[src/rtl/gmm_vmm_sequencer_if.sv]
// Handshake and datapath bundle between the GMM VMM job sequencer, its operand buffers,
// the multiplier and the downstream result consumer.
interface gmm_vmm_sequencer_if #(
  parameter int D_WIDTH    = 16,
  parameter int N_VARIABLE = 4
);
  localparam int ADDR_W = ($clog2(N_VARIABLE) > 1) ? $clog2(N_VARIABLE) : 1;

  logic                        start;
  logic                        busy;
  logic                        done;
  logic                        rd_en;
  logic [ADDR_W-1:0]           rd_addr;
  logic                        vmm_ce;
  logic signed [2*D_WIDTH-1:0] vmm_y_r;
  logic signed [2*D_WIDTH-1:0] vmm_y_i;
  logic signed [2*D_WIDTH-1:0] out_y_r;
  logic signed [2*D_WIDTH-1:0] out_y_i;
  logic [ADDR_W-1:0]           out_idx;
  logic                        out_last;
  logic                        out_valid;
  logic                        out_ready;

  modport master (
    input  start, vmm_y_r, vmm_y_i, out_ready,
    output busy, done, rd_en, rd_addr, vmm_ce,
           out_y_r, out_y_i, out_idx, out_last, out_valid
  );

  modport slave (
    output start, vmm_y_r, vmm_y_i, out_ready,
    input  busy, done, rd_en, rd_addr, vmm_ce,
           out_y_r, out_y_i, out_idx, out_last, out_valid
  );
endinterface

[src/rtl/gmm_vmm_sequencer.sv]
// Job sequencer for the serial-parallel complex VMM: feeds N_VARIABLE operand beats, captures
// N_VARIABLE results PIPE_LAT enabled ticks later; a pending unaccepted result freezes the whole datapath.
module gmm_vmm_sequencer #(
  parameter int D_WIDTH    = 16,
  parameter int N_VARIABLE = 4,
  parameter int PIPE_LAT   = 4
) (
  input logic                 clk,
  input logic                 rst,
  gmm_vmm_sequencer_if.master io
);
  localparam int ADDR_W = ($clog2(N_VARIABLE) > 1) ? $clog2(N_VARIABLE) : 1;
  localparam int T_W    = $clog2(N_VARIABLE + PIPE_LAT + 1);

  localparam logic [T_W-1:0]    T_NV     = T_W'(N_VARIABLE);
  localparam logic [T_W-1:0]    T_FIRST  = T_W'(PIPE_LAT + 1);
  localparam logic [T_W-1:0]    T_LAST   = T_W'(N_VARIABLE + PIPE_LAT);
  localparam logic [ADDR_W-1:0] IDX_LAST = ADDR_W'(N_VARIABLE - 1);

  typedef enum logic [1:0] {IDLE, RUN, DRAIN} state_t;

  state_t                      state, state_nxt;
  logic [T_W-1:0]              t;
  logic [T_W-1:0]              t_inc;
  logic [ADDR_W-1:0]           rd_addr_q;
  logic signed [2*D_WIDTH-1:0] out_y_r_q, out_y_i_q;
  logic [ADDR_W-1:0]           out_idx_q;
  logic                        out_valid_q;
  logic                        done_q;
  logic                        ce;
  logic                        rd;
  logic                        capture;
  logic                        hs;

  assign t_inc = t + T_W'(1);
  assign hs    = out_valid_q & io.out_ready;

  always_comb begin
    state_nxt = state;
    ce        = 1'b0;
    rd        = 1'b0;
    capture   = 1'b0;
    case (state)
      IDLE: begin
        if (io.start) state_nxt = RUN;
      end
      RUN: begin
        // A held result that nobody takes stops feed, multiplier and tick count together.
        ce      = !out_valid_q | io.out_ready;
        rd      = ce & (t < T_NV);
        capture = ce & (t >= T_FIRST) & (t <= T_LAST);
        if (capture && (t == T_LAST)) state_nxt = DRAIN;
      end
      DRAIN: begin
        if (hs) state_nxt = IDLE;
      end
      default: state_nxt = IDLE;
    endcase
  end

  always_ff @(posedge clk) begin
    if (!rst) begin
      state       <= IDLE;
      t           <= '0;
      rd_addr_q   <= '0;
      out_y_r_q   <= '0;
      out_y_i_q   <= '0;
      out_idx_q   <= '0;
      out_valid_q <= 1'b0;
      done_q      <= 1'b0;
    end else begin
      state  <= state_nxt;
      done_q <= (state == DRAIN) && hs;

      if (state == IDLE && io.start) begin
        t         <= '0;
        rd_addr_q <= '0;
      end else if (ce) begin
        t <= t_inc;
        // rd_addr tracks t while beats remain, then parks on the last beat.
        if (t_inc < T_NV) rd_addr_q <= ADDR_W'(t_inc);
      end

      if (capture) begin
        out_y_r_q   <= io.vmm_y_r;
        out_y_i_q   <= io.vmm_y_i;
        out_idx_q   <= ADDR_W'(t - T_FIRST);
        out_valid_q <= 1'b1;
      end else if (hs) begin
        out_valid_q <= 1'b0;
      end
    end
  end

  assign io.busy      = (state != IDLE);
  assign io.done      = done_q;
  assign io.rd_en     = rd;
  assign io.rd_addr   = rd_addr_q;
  assign io.vmm_ce    = ce;
  assign io.out_y_r   = out_y_r_q;
  assign io.out_y_i   = out_y_i_q;
  assign io.out_idx   = out_idx_q;
  assign io.out_valid = out_valid_q;
  assign io.out_last  = out_valid_q & (out_idx_q == IDX_LAST);
endmodule

[src/flat_wrapper.sv]
// flat-port wrapper written by rule: the top's interface ports become plain ports
module gmm_vmm_sequencer_flat 
#(
  parameter int D_WIDTH    = 16,
  parameter int N_VARIABLE = 4,
  parameter int PIPE_LAT   = 4
)
  (clk, rst, io_start, io_vmm_y_r, io_vmm_y_i, io_out_ready, io_busy, io_done, io_rd_en, io_rd_addr, io_vmm_ce, io_out_y_r, io_out_y_i, io_out_idx, io_out_last, io_out_valid);
  gmm_vmm_sequencer_if #(.D_WIDTH(D_WIDTH), .N_VARIABLE(N_VARIABLE)) io_i ();
  input logic clk;
  input logic rst;
  input wire logic [$bits(io_i.start)-1:0] io_start;
  input wire logic [$bits(io_i.vmm_y_r)-1:0] io_vmm_y_r;
  input wire logic [$bits(io_i.vmm_y_i)-1:0] io_vmm_y_i;
  input wire logic [$bits(io_i.out_ready)-1:0] io_out_ready;
  output wire logic [$bits(io_i.busy)-1:0] io_busy;
  output wire logic [$bits(io_i.done)-1:0] io_done;
  output wire logic [$bits(io_i.rd_en)-1:0] io_rd_en;
  output wire logic [$bits(io_i.rd_addr)-1:0] io_rd_addr;
  output wire logic [$bits(io_i.vmm_ce)-1:0] io_vmm_ce;
  output wire logic [$bits(io_i.out_y_r)-1:0] io_out_y_r;
  output wire logic [$bits(io_i.out_y_i)-1:0] io_out_y_i;
  output wire logic [$bits(io_i.out_idx)-1:0] io_out_idx;
  output wire logic [$bits(io_i.out_last)-1:0] io_out_last;
  output wire logic [$bits(io_i.out_valid)-1:0] io_out_valid;
  assign io_i.start = io_start;
  assign io_i.vmm_y_r = io_vmm_y_r;
  assign io_i.vmm_y_i = io_vmm_y_i;
  assign io_i.out_ready = io_out_ready;
  assign io_busy = io_i.busy;
  assign io_done = io_i.done;
  assign io_rd_en = io_i.rd_en;
  assign io_rd_addr = io_i.rd_addr;
  assign io_vmm_ce = io_i.vmm_ce;
  assign io_out_y_r = io_i.out_y_r;
  assign io_out_y_i = io_i.out_y_i;
  assign io_out_idx = io_i.out_idx;
  assign io_out_last = io_i.out_last;
  assign io_out_valid = io_i.out_valid;
  gmm_vmm_sequencer #(.D_WIDTH(D_WIDTH), .N_VARIABLE(N_VARIABLE), .PIPE_LAT(PIPE_LAT)) u_core (.clk(clk), .rst(rst), .io(io_i));
endmodule
[config.mk]
export PLATFORM = sky130hd
export DESIGN_NAME = gmm_vmm_sequencer_flat
export DESIGN_NICKNAME = d
export VERILOG_FILES = /design/src/rtl/gmm_vmm_sequencer_if.sv /design/src/rtl/gmm_vmm_sequencer.sv /design/src/flat_wrapper.sv
export SDC_FILE = /design/constraint.sdc
export NUM_CORES = 1
export LEC_CHECK = 0
export ABC_AREA = 1
export CORE_ASPECT_RATIO = 0.8
export CORE_MARGIN = 3
export CORE_UTILIZATION = 41
export CTS_CLUSTER_DIAMETER = 200
export DETAILED_ROUTE_END_ITERATION = 16
export GPL_TIMING_DRIVEN = 0
export PLACE_DENSITY = 0.9
export SETUP_SLACK_MARGIN = 0.2
export SLEW_MARGIN = 0
export SYNTH_ARGS = -nofsm -noshare
export SYNTH_HDL_FRONTEND = slang
export SYNTH_SLANG_ARGS = --single-unit
[constraint.sdc]
create_clock -name clk -period 2 [get_ports clk]
set_input_delay 0.3 -clock clk [delete_from_list [all_inputs] [get_ports clk]]
set_output_delay 0.3 -clock clk [all_outputs]
set_load 0.01 [all_outputs]
# ---- Word-level counts from Yosys, hierarchy flattened
# Index checks and enable logic that the tools add are counted.
dict set report word_totals {
  regBits 76
  input_bits 68
  elab_cells 47
}
dict set report op_classes {
  add_sub_neg 2
  n_lt_le_gt_ge 4
  n_eq_ne 7
  mux 9
  n_bitwise 7
  n_reduce_logical 10
}
# operator n
set op_table {}
lappend op_table {{4-bit by 3-bit < comparator with 1-bit output (second input constant)} 2}
lappend op_table {{2-bit 2-to-1 mux} 3}
lappend op_table {{2-bit one-hot mux with 3 select lines} 1}
lappend op_table {{1-bit AND} 5}
lappend op_table {{1-bit 2-to-1 mux} 5}
lappend op_table {{4-bit by 1-bit adder with 4-bit output (second input constant)} 1}
lappend op_table {{2-bit equality test (second input constant)} 2}
lappend op_table {{4-bit equality test (second input constant)} 1}
lappend op_table {{4-bit by 3-bit >= comparator with 1-bit output (second input constant)} 1}
lappend op_table {{4-bit less-or-equal comparator (second input constant)} 1}
lappend op_table {{2-bit by 1-bit inequality test with 1-bit output (second input constant)} 2}
lappend op_table {{2-bit nonzero test} 2}
lappend op_table {{1-bit logical AND} 3}
lappend op_table {{3-bit AND reduction} 1}
lappend op_table {{2-bit by 1-bit equality test with 1-bit output (second input constant)} 1}
lappend op_table {{2-bit zero test} 1}
lappend op_table {{2-bit inequality test (second input constant)} 1}
lappend op_table {{2-bit AND reduction} 1}
lappend op_table {{2-bit OR reduction} 1}
lappend op_table {{2-bit by 1-bit subtractor with 2-bit output (second input constant)} 1}
lappend op_table {{1-bit zero test} 1}
lappend op_table {{1-bit inverter} 1}
lappend op_table {{1-bit bitwise OR} 1}

# ---- Depth between registers and ports, before layout
dict set report depth {
  depth_word 7
  mapped_depth 10
}

# ---- Worst setup path after synthesis
# Ideal clock, no wire load.
dict set report synth_timing {
  path_type {register -> register}
  start {register u_core.t[0]}
  end {register u_core.out_y_i_q[16], in the netlist u_core.io.out_y_i[16]}
  t_arrival_ns 1.435
  path_slack_ns 0.495
  stages_incl_launch_ff 10
  synth_period_minus_slack_ns 1.505
  path_cell_list {dfxtp_1 -> inv_1 -> ha_1 -> inv_1 -> o21ai_1 -> nand2_2 -> buf_2 -> buf_4 -> nand4_1 -> a21oi_1}
}
dict set report synth_between {
  elab_chain_cells 4
}
# element line
set synth_rtl {}
lappend synth_rtl {{start, declared} gmm_vmm_sequencer.sv:23} ;# logic [T_W-1:0] t;
lappend synth_rtl {{start signal, assigned} gmm_vmm_sequencer.sv:79} ;# t <= t_inc;
lappend synth_rtl {{4-bit by 3-bit >= comparator with 1-bit output} gmm_vmm_sequencer.sv:51} ;# capture = ce & (t >= T_FIRST) & (t <= T_LAST);
lappend synth_rtl {{1-bit AND} gmm_vmm_sequencer.sv:51}
lappend synth_rtl {{1-bit AND *} gmm_vmm_sequencer.sv:51}
lappend synth_rtl {{1-bit 2-to-1 mux *} gmm_vmm_sequencer.sv:43} ;# case (state)
lappend synth_rtl {{end signal, assigned} gmm_vmm_sequencer.sv:86} ;# out_y_i_q <= io.vmm_y_i;
lappend synth_rtl {{end, declared} gmm_vmm_sequencer.sv:26} ;# logic signed [2*D_WIDTH-1:0] out_y_r_q, out_y_i_q;
# Every way passes the cells marked *; elsewhere a longest branch is shown, timed or not.
# A chain may end at the register's enable or synchronous reset.

# ---- Final worst setup path
dict set report layout_timing {
  start {input port io_out_ready}
  end {output port io_vmm_ce}
}
dict set report layout_between {
  elab_chain_cells 2
}
# element line
set layout_rtl {}
lappend layout_rtl {{start, declared} flat_wrapper.sv:15} ;# input wire logic [$bits(io_i.out_ready)-1:0] io_out_ready;
lappend layout_rtl {{1-bit bitwise OR} gmm_vmm_sequencer.sv:49} ;# ce = !out_valid_q | io.out_ready;
lappend layout_rtl {{1-bit 2-to-1 mux} gmm_vmm_sequencer.sv:43}
lappend layout_rtl {{end, declared} flat_wrapper.sv:20} ;# output wire logic [$bits(io_i.vmm_ce)-1:0] io_vmm_ce;
# No other way between the ends.

==> impl_summary.md <==
Run status
The run finished with clean final reports.

Logic synthesis
The flop and latch count out of synthesis is 76. The summed instance area of the synthesized netlist is 3080 um2. By area the synthesized netlist is led by dfxtp_1 49%, nand4_1 13%, a21oi_1 12%, nand2_1 9.7%, buf_6 3.3%. The count of different cell masters after synthesis is 24.

For this run, the number of Yosys warnings is 0. The top cell type by area accounts for roughly half of the synthesized area. Counting every instance in the synthesized netlist gives 374. The cell type with the largest total area after synthesis is dfxtp_1. The post-synth net total is about 450. Summing the sequential cell areas from Yosys gives ~49% of the chip area. In this run the mean area of a mapped cell was 8.24 um2. The fraction of registers with async set or reset after synthesis is 0%. For this run, the leading register cell type out of synthesis is dfxtp_1. The count of flip-flops with a built-in enable after synthesis is 0.

Final layout
The area of all placed cells without fillers is 4870 um2. The filler cells instantiated in the layout total 566. The sequential cells in the finished layout cover a total of 1530 um2. The number of antenna diodes is 0. The share of post-route cells with drive strength above 1 is about 11%. The net count of the finished layout is 597.

The growth of design area from synthesis to finish is 58.0%. The final core utilization is 68.6%. The area of the multi-input gates is 1270 um2.

GRT
Global routing finished with a remaining overflow of 0. Global routing used roughly two fifths of the available met2 tracks. The met3 track utilization from global routing is 6.10%.

The first global-routing pass estimated ~16 mm of wire. met2 is the most crowded layer. The met1 capacity usage during global routing is 28.1%.

Global routing used 22.9% of the available tracks. The via count of the first global-routing pass is between 3000 and 4000. The maximum number of pins on one net before global-route repair is 13. The number of antenna violations at the first check in global routing is 0.

Clocking
The cell sitting at the root of the clock tree is a clkbuf_8. At the later pin of the worst-skew pair, clock insertion delay measures 340 ps. Hold repair after CTS inserted 0 buffers. The tree built by TritonCTS fans out to 76 sinks.

The clock tree from TritonCTS is built. In this run the post-CTS setup repair buffer count came out at 0. The number of H-tree branching levels is 3. The number of buffers inserted during clock tree synthesis is 9. The clock slew at the register clock pins of the worst setup and hold paths is 70 ps. The clock passes through at most 2 buffers.

Drt
The count of nets left with antenna violations once routing finished came out at 0. The final wirelength is 9.95 mm. After the first detailed-routing iteration, the DRC count stood at roughly 140. The pre-antenna-repair detailed-routing pass consisted of 5 iterations. The wire length per cell after detailed routing is 16.1 um. The per-cell via count in the routed design is approximately 5.5. The DRC violation count after routing is 0. The via count of the routed design is around 3400.

Critical path
The biggest fanout along the worst timing path is 10. The required time of the worst setup path is between 1500 and 2000 ps. The signal arrival time at the worst endpoint is approximately 1500 ps.

Grouping stages by cell kind, the critical path spends the most delay in buffers and inverters. The worst setup path is captured at an output pin. On the worst path, the slowest cell contributes a delay of around 470 ps. The worst register-to-register path ends at u_core.io.out_y_i[27]$_SDFFE_PN0P_.

Traced cell by cell, the critical path runs through clkdlybuf4s50_1 > inv_1 > nand2_2 > nand2_4 > inv_6 > buf_4 > clkbuf_2. The worst reg2reg path startpoint is u_core.t[0]$_SDFFE_PP0P_. The critical path's slowest cell is clkdlybuf4s50_1. The reg2reg setup slack is 340 ps. The worst register-to-register path has a depth of 10. The worst setup path is of the primary input to output pin kind.

The number of cells on the critical path is 7. The number of buffers and inverters on the critical path is 5. The worst setup path is launched from a primary input.

Power and ir drop
The internal power is about 0.0027 W. The clock network fraction of design power is around two fifths. The power density over the cells is 727 nW/um2. Registers are responsible for 44.5% of the overall power. The static leakage is approximately 1.7 nW.

Per report_power, the combinational group accounts for 14.6% of the total. VDD sags by at most 0.390 mV. The net switching component of the power is 0.000836 W. The switching power as a share of total power is 23.6%.

Worst hold path
The end point of the worst hold path is u_core.io.out_y_r[20]$_SDFFE_PN0P_. The beginning of the worst hold path is u_core.io.out_y_r[20]$_SDFFE_PN0P_. In this run the worst hold path is classified as flop to flop. The worst hold path passes through 2 cells.

Floorplanning
The die footprint is 8600 um2. The initial utilization of the core area, before any placement, comes to 43.4%. Row generation in the floorplan step produced 27 rows. The core region is 7090 um2. The overall die width is ~100 um. The height of the chip is 83.5 um. The top-level port count is between 100 and 150.

STA
The final critical path takes up 87.7% of the cycle. Setup repair after global routing could not meet its margin everywhere. At the pin with the least slew margin, the transition time is 610 ps.

The count of endpoints failing hold in the final timing report is 0. The maximum achievable frequency is between 500 and 600 MHz. The max-slew violation count is 0.

Setup violations remaining at the end of the flow were counted as 0. Subtracting the final worst setup slack from the clock period gives around 1800 ps. The final hold slack is between 400 and 500 ps. The worst pin sits at a relative slew slack of between 50% and 60%. The worst clock skew is 4.22 ps.

Place
The final weighted congestion in routability-driven placement is about 0.85. Detailed placement ended at an HPWL of 7.33 mm. The area after detailed placement is 4600 um2. The number of buffers added on ports is 141.

Job
Across the run, the number of max-cap violations was 0.
[per-layer routing]
layer	part of all wire (%)	vias up
li1	-	1612
met1	40	1596
met2	50	146
met3	8.9	16
met4	1.2	0
met5	0	-
[flip-flops by register name, indices dropped and copies added, names as in the netlist]
signal,count
u_core.io.out_y_i,32
u_core.io.out_y_r,32
u_core.t,4
u_core.io.out_idx,2
u_core.io.rd_addr,2
u_core.state,2
u_core.io.done,1
u_core.io.out_valid,1
[cell usage in the layout (no fill, tap or decap), types with 8 or more instances in the layout]
| cell | n |
|---|---|
| buf_6 | 11 |
| buf_2 | 11 |
| clkbuf_1 | 8 |
| nor2_1 | 11 |
| clkdlybuf4s50_1 | 139 |
| nand2_1 | 79 |
| clkbuf_8 | 11 |
| inv_1 | 8 |
| a21oi_1 | 71 |
| nand4_1 | 66 |
| dfxtp_1 | 72 |
[synthesized netlist by cell type (2+ instances only)]
master	count
inv_2	3
nor3_1	2
a21oi_1	71
clkbuf_1	8
buf_6	9
ha_1	3
buf_4	6
nand4_1	66
o21ai_0	2
nor2_1	11
inv_1	8
dfxtp_1	76
nand3_1	7
nand2_1	80
buf_2	13
[repair_timing]
item | in CTS | in global routing
endpoints found under the setup margin | 51 | 64
gates resized for setup | 5 | 16
pin swaps | 0 | 0
endpoints found under the hold margin | 0 | 0
[tightest hold or removal path: cells and delay by family (launching register included)]
kind,cells,cell delay (ps)
and+or+nand+nor,1,60
DFF,1,310
AOI/OAI and AO/OA,1,50
[worst max-delay path by stage]
stage	startpoint	to	slack [ps]
detailed placement	io_out_ready	io_vmm_ce	-290
finish	io_out_ready	io_vmm_ce	250
floorplan	u_core.t[0]$_SDFFE_PP0P_	u_core.io.out_y_i[16]$_SDFFE_PN0P_	490
global placement	io_out_ready	io_vmm_ce	-290
CTS	io_out_ready	io_vmm_ce	90
global route	io_out_ready	io_vmm_ce	190
[cell type report]
cell class              instances  share of cell area, %
clock inverters                 4                   1.95
clock buffers                  12                   3.19
well taps                      87                   2.24
repair buffers                141                   28.8
multi-input cells             250                   26.2
plain buffers                  36                   5.24
flip-flops and latches         76                   31.4
inverters                      12                   1.03
[per-stage QoR]
step           setup WS (ps)  instances  setup TNS (ps)  total power (W)
2_1_floorplan            495        374               0          0.00184
3_5_place_dp            -294        602            -395          0.00212
5_1_grt                  188        618               0          0.00367
3_3_place_gp            -286        602            -405          0.00211
4_1_cts                 85.6        618               0          0.00355
6_report                 246        618               0          0.00354
[logic make-up after synthesis]
family          share of synthesized area (%)
xor+xnor                                0.284
simple gates                             27.2
buf+inv                                  9.38
flops                                    49.4
fa+ha+maj                                1.22
compound gates                           12.5
[power by group through the flow]
stage	Sequential (W)	Clock, W	Combinational (W)
after CTS	0.00158	0.00146	0.000513
after global routing	0.00158	0.00153	0.000562
after detailed placement	0.00161	0	0.000512
after floorplan	0.00162	0	0.000223
after global placement	0.00161	0	0.000501
final	0.00158	0.00145	0.000519
Power figures use the tool's default switching activity.
